$ cat config.mk
export PLATFORM = sky130hd
export DESIGN_NAME = stack_ctrl_flat
export DESIGN_NICKNAME = d
export VERILOG_FILES = /design/src/rtl/stack_ctrl_if.sv /design/src/rtl/stack_ctrl.sv /design/src/flat_wrapper.sv
export SDC_FILE = /design/constraint.sdc
export NUM_CORES = 1
export LEC_CHECK = 0
export ABC_AREA = 1
export CORE_AREA = 2 2 91 93
export CTS_BUF_LIST = sky130_fd_sc_hd__clkbuf_4 sky130_fd_sc_hd__clkbuf_8
export DETAILED_ROUTE_END_ITERATION = 7
export DIE_AREA = 0 0 93 95
export REMOVE_ABC_BUFFERS = 1
export SLEW_MARGIN = 15
export SYNTH_ARGS = -nofsm -noshare
export SYNTH_HDL_FRONTEND = slang
export SYNTH_SLANG_ARGS = --single-unit
$ cat constraint.sdc
create_clock -name clock -period 2.05 [get_ports clock]
set_input_delay 0.41 -clock clock [delete_from_list [all_inputs] [get_ports clock]]
set_output_delay 0.41 -clock clock [all_outputs]
set_load 0.05 [all_outputs]
$ cat src/rtl/stack_ctrl_if.sv
`default_nettype none
// +----------------------------------------------------------------------+
// | stack_ctrl_if: ALU-side and stackram-side signals of stack_ctrl        |
// | Rev 1.0                                                                |
// +----------------------------------------------------------------------+
interface stack_ctrl_if #(
  parameter int WIDTH  = 16,
  parameter int ADDR_W = 3
);
  logic [1:0]        op;
  logic [WIDTH-1:0]  din;
  logic [WIDTH-1:0]  tos;
  logic [WIDTH-1:0]  nos;
  logic [WIDTH-1:0]  ram_data;
  logic              ram_wren;
  logic [ADDR_W-1:0] ram_wraddr;
  logic [ADDR_W-1:0] ram_rdaddr;
  logic [WIDTH-1:0]  ram_q;
  logic              clr_err;
  logic              ovf;
  logic              unf;

  modport master (
    output op, din, clr_err, ram_q,
    input  tos, nos, ram_data, ram_wren, ram_wraddr, ram_rdaddr, ovf, unf
  );

  modport slave (
    input  op, din, clr_err, ram_q,
    output tos, nos, ram_data, ram_wren, ram_wraddr, ram_rdaddr, ovf, unf
  );
endinterface
`default_nettype wire

$ cat src/rtl/stack_ctrl.sv
`default_nettype none
// +----------------------------------------------------------------------+
// | stack_ctrl: stack pointer + T register in front of an 8-entry stackram|
// | Optional depth/overflow checking: STACK_DEPTH_CHECK_EN. Rev 1.0       |
// +----------------------------------------------------------------------+
module stack_ctrl #(
  parameter int WIDTH  = 16,
  parameter int ADDR_W = 3
) (
  input  logic         clock,
  input  logic         reset,
  stack_ctrl_if.slave  bus
);
  localparam logic [1:0] OP_NOP  = 2'b00;
  localparam logic [1:0] OP_PUSH = 2'b01;
  localparam logic [1:0] OP_POP  = 2'b10;
  localparam logic [1:0] OP_REPL = 2'b11;
  localparam int         DEPTH   = 2 ** ADDR_W;
  localparam logic [ADDR_W-1:0] SP_ONE = ADDR_W'(1);

  logic [ADDR_W-1:0] sp_q, sp_d;
  logic [WIDTH-1:0]  t_q, t_d;
  logic              fwd_valid_q, fwd_valid_d;
  logic [WIDTH-1:0]  fwd_data_q, fwd_data_d;
  logic [WIDTH-1:0]  nos;
  logic              ram_wren;
  logic [ADDR_W-1:0] ram_wraddr;
  logic [WIDTH-1:0]  ram_data;

  // The RAM returns old data when the read address was written at the same
  // edge, so the freshly pushed N is served from the bypass register instead.
  assign nos = fwd_valid_q ? fwd_data_q : bus.ram_q;

  always_comb begin
    sp_d        = sp_q;
    t_d         = t_q;
    fwd_valid_d = fwd_valid_q;
    fwd_data_d  = fwd_data_q;
    ram_wren    = 1'b0;
    ram_wraddr  = sp_q + SP_ONE;
    ram_data    = t_q;
    if (reset) begin
      sp_d        = '0;
      t_d         = '0;
      fwd_valid_d = 1'b1;
      fwd_data_d  = '0;
    end else begin
      case (bus.op)
        OP_PUSH: begin
          ram_wren    = 1'b1;
          sp_d        = sp_q + SP_ONE;
          t_d         = bus.din;
          fwd_valid_d = 1'b1;
          fwd_data_d  = t_q;
        end
        OP_POP: begin
          sp_d        = sp_q - SP_ONE;
          t_d         = nos;
          fwd_valid_d = 1'b0;
        end
        OP_REPL: t_d = bus.din;
        OP_NOP:  ;
        default: ;
      endcase
    end
  end

  always_ff @(posedge clock) begin
    if (reset) begin
      sp_q        <= '0;
      t_q         <= '0;
      fwd_valid_q <= 1'b1;
      fwd_data_q  <= '0;
    end else begin
      sp_q        <= sp_d;
      t_q         <= t_d;
      fwd_valid_q <= fwd_valid_d;
      fwd_data_q  <= fwd_data_d;
    end
  end

  assign bus.tos        = t_q;
  assign bus.nos        = nos;
  assign bus.ram_wren   = ram_wren;
  assign bus.ram_wraddr = ram_wraddr;
  assign bus.ram_data   = ram_data;
  // Read address tracks the next sp so ram_q lines up with it one cycle later.
  assign bus.ram_rdaddr = sp_d;

`ifdef STACK_DEPTH_CHECK_EN
  localparam logic [ADDR_W:0] DEPTH_FULL = (ADDR_W+1)'(DEPTH);
  localparam logic [ADDR_W:0] DEPTH_ONE  = (ADDR_W+1)'(1);

  logic [ADDR_W:0] depth_q, depth_d;
  logic            ovf_q, ovf_d;
  logic            unf_q, unf_d;
  logic            ovf_evt, unf_evt;

  always_comb begin
    depth_d = depth_q;
    ovf_evt = 1'b0;
    unf_evt = 1'b0;
    if (bus.op == OP_PUSH) begin
      if (depth_q == DEPTH_FULL) ovf_evt = 1'b1;
      else                       depth_d = depth_q + DEPTH_ONE;
    end else if (bus.op == OP_POP) begin
      if (depth_q == '0) unf_evt = 1'b1;
      else               depth_d = depth_q - DEPTH_ONE;
    end
    // A new error event outranks a simultaneous clear.
    ovf_d = ovf_evt | (ovf_q & ~bus.clr_err);
    unf_d = unf_evt | (unf_q & ~bus.clr_err);
  end

  always_ff @(posedge clock) begin
    if (reset) begin
      depth_q <= '0;
      ovf_q   <= 1'b0;
      unf_q   <= 1'b0;
    end else begin
      depth_q <= depth_d;
      ovf_q   <= ovf_d;
      unf_q   <= unf_d;
    end
  end

  assign bus.ovf = ovf_q;
  assign bus.unf = unf_q;
`else
  logic unused_clr_err;
  assign unused_clr_err = bus.clr_err;
  assign bus.ovf        = 1'b0;
  assign bus.unf        = 1'b0;
`endif
endmodule
`default_nettype wire
$ cat src/flat_wrapper.sv
// flat-port wrapper written by rule: the top's interface ports become plain ports
module stack_ctrl_flat 
#(
  parameter int WIDTH  = 16,
  parameter int ADDR_W = 3
)
  (clock, reset, bus_op, bus_din, bus_clr_err, bus_ram_q, bus_tos, bus_nos, bus_ram_data, bus_ram_wren, bus_ram_wraddr, bus_ram_rdaddr, bus_ovf, bus_unf);
  stack_ctrl_if #(.WIDTH(WIDTH), .ADDR_W(ADDR_W)) bus_i ();
  input  logic clock;
  input  logic reset;
  input wire logic [$bits(bus_i.op)-1:0] bus_op;
  input wire logic [$bits(bus_i.din)-1:0] bus_din;
  input wire logic [$bits(bus_i.clr_err)-1:0] bus_clr_err;
  input wire logic [$bits(bus_i.ram_q)-1:0] bus_ram_q;
  output wire logic [$bits(bus_i.tos)-1:0] bus_tos;
  output wire logic [$bits(bus_i.nos)-1:0] bus_nos;
  output wire logic [$bits(bus_i.ram_data)-1:0] bus_ram_data;
  output wire logic [$bits(bus_i.ram_wren)-1:0] bus_ram_wren;
  output wire logic [$bits(bus_i.ram_wraddr)-1:0] bus_ram_wraddr;
  output wire logic [$bits(bus_i.ram_rdaddr)-1:0] bus_ram_rdaddr;
  output wire logic [$bits(bus_i.ovf)-1:0] bus_ovf;
  output wire logic [$bits(bus_i.unf)-1:0] bus_unf;
  assign bus_i.op = bus_op;
  assign bus_i.din = bus_din;
  assign bus_i.clr_err = bus_clr_err;
  assign bus_i.ram_q = bus_ram_q;
  assign bus_tos = bus_i.tos;
  assign bus_nos = bus_i.nos;
  assign bus_ram_data = bus_i.ram_data;
  assign bus_ram_wren = bus_i.ram_wren;
  assign bus_ram_wraddr = bus_i.ram_wraddr;
  assign bus_ram_rdaddr = bus_i.ram_rdaddr;
  assign bus_ovf = bus_i.ovf;
  assign bus_unf = bus_i.unf;
  stack_ctrl #(.WIDTH(WIDTH), .ADDR_W(ADDR_W)) u_core (.clock(clock), .reset(reset), .bus(bus_i));
endmodule
==> results.toml, run 1 <==
[synthesis]
synth_area_per_cell_um2 = 7.151
yosysWarnings = 0
yosys.area_share.simple = 0.2627
synth_seq_cells = 36
synth_top_family_by_area = "simple AND/OR/NAND/NOR gates"
synthCells = 323
synthAdderAreaFrac = 0.03792
synth-xor-area-share = 0
synthMuxAreaShare = 0
synth_cell_types = 25
synthesis.area_um2 = 2310
synth_compound_area_frac = 0.1728
ys_seq_area_frac = 0.3120

[floorplan]
die_y_um = 95
dieWidth_um = 93
start_util = 0.2914
coreArea_um2 = 7928
dieArea_um2 = 8835
io_pins = 94
placementRows = 33

[place]
portBuffers = 90
hpwlAfterDp_mm = 4.217
gp_congestion = 0.7626

[sta]
setup_viol = 0
fin_skew_ns = 0.003284
rsz0062_at_grt = "true"
fin_tns_setup_ns = 0
finalMaxSlewViolations = 0
period_share = 0.9649
period_minus_slack_ns = 1.978
slew_headroom = 0.6591
hold_viol = 0
fmax_mhz = 505.6
worst_pin_slew_ns = 0.5098

[routing]
first_pass_iters = 4
wirelength_mm = 5.645
via_per_inst = 4.191
wl_per_cell_um = 11.11
drt_first_iter_violations = 59
routed-via-count = 2129
drc = 0
postRouteAntennaNets = 0

[run]
cap_violations = 0

[clocking]
cts-buffers-inserted = 5
insertion_delay_ns = 0.28
clk_path_buf_depth = 2
numClockSinks = 36
cts_root_buf = "clkbuf_8"
cts_tree = "done"
cts_hold_buffers = 0
clk_pin_slew_ns = 0.07
h-tree-depth = 2

[global_route]
grt_max_degree = 33
grtUsageTotal = 0.1310
grt_pass1_wl_mm = 9.114
antenna_found_initial = 0
grt_overflow = 0
grt_pass1_vias = 1951

[critical_path]
crit_fanout = 6
slowest_delay_ns = 0.25
crit_path_cell_trace = "dlygate4sd2_1 -> inv_2 -> ha_4 -> buf_4 -> o211ai_1 -> inv_1 -> buf_12"
critPathKind = "in2out"
reg2reg_setup_slack_ns = 0.89
endpoint_kind = "output port"
required_ns = 1.64
start_kind = "input port"
critPathSlowestCell = "dlygate4sd2_1"
cp.arrival_ns = 1.57

[power_and_ir_drop]
pwr_density_cell_nw_per_um2 = 714.6
p_leak_nw = 1.624
p_total_mw = 2.516
ir_drop_mv = 0.2673

[layout]
diodes = 0
multiInputGateArea_um2 = 1126
n_fill_cell = 817
regArea_um2 = 721.9
drive_gt1_frac = 0.2035
area.growth.synth_to_final_pct = 52.44
layout.nets = 447

[run_status]
outcome = "completed"

[min_path]
hp-class = "reg2reg"
==> metal layers <==
layer  up-vias  wire, µm  global-route usage
li1       1133         -                   -
met1       930      2646              0.1710
met2        61      2603              0.2162
met3         5       341             0.03671
met4         0        53             0.02941
met5         -         0                   0
==> cell usage after synthesis (all sizes together) <==
library cell / number / area share
a21oi: 36 / 0.093
and2: 17 / 0.046
buf: 31 / 0.10
clkbuf: 2 / 0.0038
conb: 1 / 0.0016
dfxtp: 36 / 0.31
ha: 7 / 0.038
inv: 63 / 0.10
nand2: 39 / 0.093
nand3: 20 / 0.063
nor2: 34 / 0.059
o211ai: 2 / 0.0065
o21ai: 34 / 0.074
or2: 1 / 0.0027
==> worst max-delay path, delay by kind of cell <==
kind                       cells  cell delay [ns]
buffers and inverters          5             0.75
adders and majority gates      1             0.22
AOI/OAI and AO/OA              1             0.19
==> metrics by stage <==
stage / hold slack, ns / utilization / area, µm² / std cells / setup slack [ns]
finish: 0.4517 / 0.4441 / 3521 / 508 / 0.07197
global route: 0.4745 / 0.4441 / 3521 / 508 / -0.001296
CTS: 0.4546 / 0.4433 / 3515 / 508 / 0.01639
detailed placement: 0.4437 / 0.4309 / 3416 / 501 / -0.3454
global placement: 0.4367 / 0.4309 / 3416 / 501 / -0.3261
floorplan: 0.4298 / - / 2063 / 291 / -0.1908
==> sequential cells by signal (all words and copies together) (netlist names) <==
| signal | flops |
|---|---|
| u_core.bus.ram_data | 16 |
| u_core.fwd_data_q | 16 |
| u_core.sp_q | 3 |
| u_core.fwd_valid_q | 1 |
==> layout make-up <==
class / count / share of cell area
Sequential cell: 36 / 0.2050
Clock inverter: 1 / 0.001421
Timing Repair Buffer: 105 / 0.3461
Tap cell: 105 / 0.03731
Clock buffer: 6 / 0.02168
Multi-Input combinational cell: 192 / 0.3198
Inverter: 63 / 0.06859
==> power breakdown <==
part | internal (mW) | switching, mW
Clock | 0.244 | 0.244
Combinational | 0.497 | 0.727
Sequential | 0.758 | 0.0447
==> kinds of logic after synthesis <==
family | Yosys count
adders and majority gates | 7
AOI/OAI and AO/OA | 72
DFF | 36
and+or+nand+nor | 111
other | 1
buffers and inverters | 96
==> cells in the final DEF (no fill, tap or decap), types with 16 or more instances in the layout <==
cell	synthesis	routed
clkdlybuf4s50_1	0	66
a21oi_1	27	25
o21ai_0	30	30
buf_4	21	16
and2_1	17	17
inv_1	60	58
dfxtp_1	36	35
nand2_1	30	30
buf_12	1	21
nor2_1	33	33
==> what timing repair did <==
action | in CTS | in global routing
setup endpoints to repair | 3 | 17
buffers inserted | 0 | 0
pin swaps | 2 | 1
gates cloned | 0 | 0
gates resized for setup | 7 | 2
==> path summary, 6_finish.rpt <==
| path | startpoint | end | cells after the start |
|---|---|---|---|
| hold / removal | u_core.fwd_data_q[15]$_SDFFE_PP0N_ | u_core.fwd_data_q[15]$_SDFFE_PP0N_ | 2 |
| hold reg to reg | u_core.fwd_data_q[15]$_SDFFE_PP0N_ | u_core.fwd_data_q[15]$_SDFFE_PP0N_ | 2 |
| setup reg to reg | u_core.sp_q[0]$_SDFF_PP0_ | u_core.sp_q[1]$_SDFF_PP0_ | 6 |
| setup / recovery | bus_op[1] | bus_ram_rdaddr[1] | 7 |
(Power assumes the default switching activity.)
==> inputs of run 2 (changes only) <==
--- a/config.mk
+++ b/config.mk
@@ -10,6 +10,7 @@
 export CTS_BUF_LIST = sky130_fd_sc_hd__clkbuf_4 sky130_fd_sc_hd__clkbuf_8
 export DETAILED_ROUTE_END_ITERATION = 7
 export DIE_AREA = 0 0 93 95
+export PLACE_DENSITY = 0.62
 export REMOVE_ABC_BUFFERS = 1
 export SLEW_MARGIN = 15
 export SYNTH_ARGS = -nofsm -noshare
==> run 2 against run 1 <==
Against the previous run: count of clock-buffer cells in the layout decreased by 1; via count increased by 0.70%; global-route usage increased by 0.23 points; sequential share of layout area decreased by 0.20 points; hold slack about the same; critical path type is now reg2out; largest power group unchanged.
==> results.toml, run 2 (same netlist as run 1, synthesis figures left out) <==
[layout]
fin_area_um2 = 3556
area.growth.synth_to_final_pct = 53.95
drive_gt1_frac = 0.2035
layout.nets = 446
diodes = 0
n_fill_cell = 820
final_cell_mix = "clkdlybuf4s50_1 (66), inv_1 (58), dfxtp_1 (35)"
layout_commonest_cell = "clkdlybuf4s50_1"

[floorplan]
start_util = 0.2914
dieWidth_um = 93
coreArea_um2 = 7928
die_y_um = 95
io_pins = 94
placementRows = 33
dieArea_um2 = 8835

[global_route]
grt_overflow = 0
grtUsageTotal = 0.1334
antenna_found_initial = 0
grt_max_degree = 33
grt_pass1_wl_mm = 9.425
grt_pass1_vias = 2008

[critical_path]
crit_start = "u_core.sp_q[0]$_SDFF_PP0_"
cp.arrival_ns = 1.56
critPathKind = "reg2out"
rr_startpoint = "u_core.sp_q[0]$_SDFF_PP0_"
start_kind = "flip-flop"
required_ns = 1.64
endpoint_kind = "output port"
reg2reg_setup_slack_ns = 0.93
crit_fanout = 4

[routing]
drc = 0
via_per_inst = 4.220
routed-via-count = 2144
wl_per_cell_um = 11.40
wirelength_mm = 5.793
postRouteAntennaNets = 0
first_pass_iters = 4
drt_first_iter_violations = 69

[power_and_ir_drop]
pwr_density_cell_nw_per_um2 = 745.2
p_leak_nw = 1.628
ir_drop_mv = 0.3087

[clocking]
cts_tree = "done"
numClockSinks = 36
h-tree-depth = 2
insertion_delay_ns = 0.28
cts_root_buf = "clkbuf_8"
clk_path_buf_depth = 2
cts_setup_buffers = 0
cts-buffers-inserted = 5
clk_pin_slew_ns = 0.07

[sta]
period_minus_slack_ns = 1.972
hold-worst-slack_ns = 0.4520
worst_pin_slew_ns = 0.5055
setup_viol = 0
slew_headroom = 0.6619
finalMaxSlewViolations = 0
fin_skew_ns = 0.004785
fmax_mhz = 507.1
period_share = 0.9619
hold_viol = 0
rsz0062_at_grt = "true"

[place]
hpwlAfterDp_mm = 4.310
place_area_um2 = 3408
gp_congestion = 0.7559
portBuffers = 90

[min_path]
hp-class = "reg2reg"
min_from = "u_core.fwd_data_q[0]$_SDFFE_PP0N_"

[run]
cap_violations = 0

[run_status]
outcome = "completed"
run 2: final cells by class:
class / instances / area [µm²] / share of cell area
timing repair buffer: 104 / 1216 / 0.3420
multi-input combinational: 192 / 1134 / 0.3188
sequential: 36 / 721.9 / 0.2030
inverter: 63 / 241.5 / 0.06791
tap: 105 / 131.4 / 0.03695
clock buffer: 5 / 68.82 / 0.01935
clock inverter: 3 / 42.54 / 0.01196
run 2: through the flow:
| step | setup TNS, ns | power (mW) | util | worst slack, ns | std cells |
|---|---|---|---|---|---|
| finish | 0 | 2.650 | 0.4485 | 0.07811 | 508 |
| global route | -0.009151 | 2.791 | 0.4485 | -0.009151 | 508 |
| global placement | -1.032 | 2.028 | 0.4299 | -0.3305 | 500 |
| detailed placement | -1.435 | 2.041 | 0.4299 | -0.3490 | 500 |
| floorplan | -0.5867 | 1.511 | - | -0.1908 | 291 |
| CTS | 0 | 2.676 | 0.4462 | 0.05706 | 508 |
run 2: worst max-delay path, stage by stage (launching register included):
cell,delay [ns]
dfxtp_1,0.31
inv_1,0.14
clkdlybuf4s50_1,0.83
run 2: repair_timing:
| item | in CTS | in global routing |
|---|---|---|
| hold buffers | 0 | 0 |
| pin swaps | 2 | 2 |
| resized for setup | 7 | 4 |
| endpoints found under the setup margin | 4 | 2 |
run 2: per-layer routing:
metal / GRT usage / up-vias / wire length [µm] / share of wire
met5: 0 / - / 0 / 0
met4: 0.02696 / 0 / 33 / 0.0057
met3: 0.03990 / 4 / 350 / 0.060
met1: 0.1684 / 941 / 2718 / 0.47
li1: - / 1134 / - / -
met2: 0.2264 / 65 / 2690 / 0.46
run 2: path summary, 6_finish.rpt:
check,endpoint,depth (start not counted)
max,bus_ram_wraddr[0],2
min,u_core.fwd_data_q[0]$_SDFFE_PP0N_,2
max reg2reg,u_core.sp_q[1]$_SDFF_PP0_,7
min reg2reg,u_core.fwd_data_q[0]$_SDFFE_PP0N_,2
run 2: where the power goes:
group	internal, mW	switching (mW)	leakage [nW]
combinational	0.500	0.731	1.28
clock	0.360	0.259	0.0541
sequential	0.758	0.0417	0.298
total	1.62	1.03	1.63
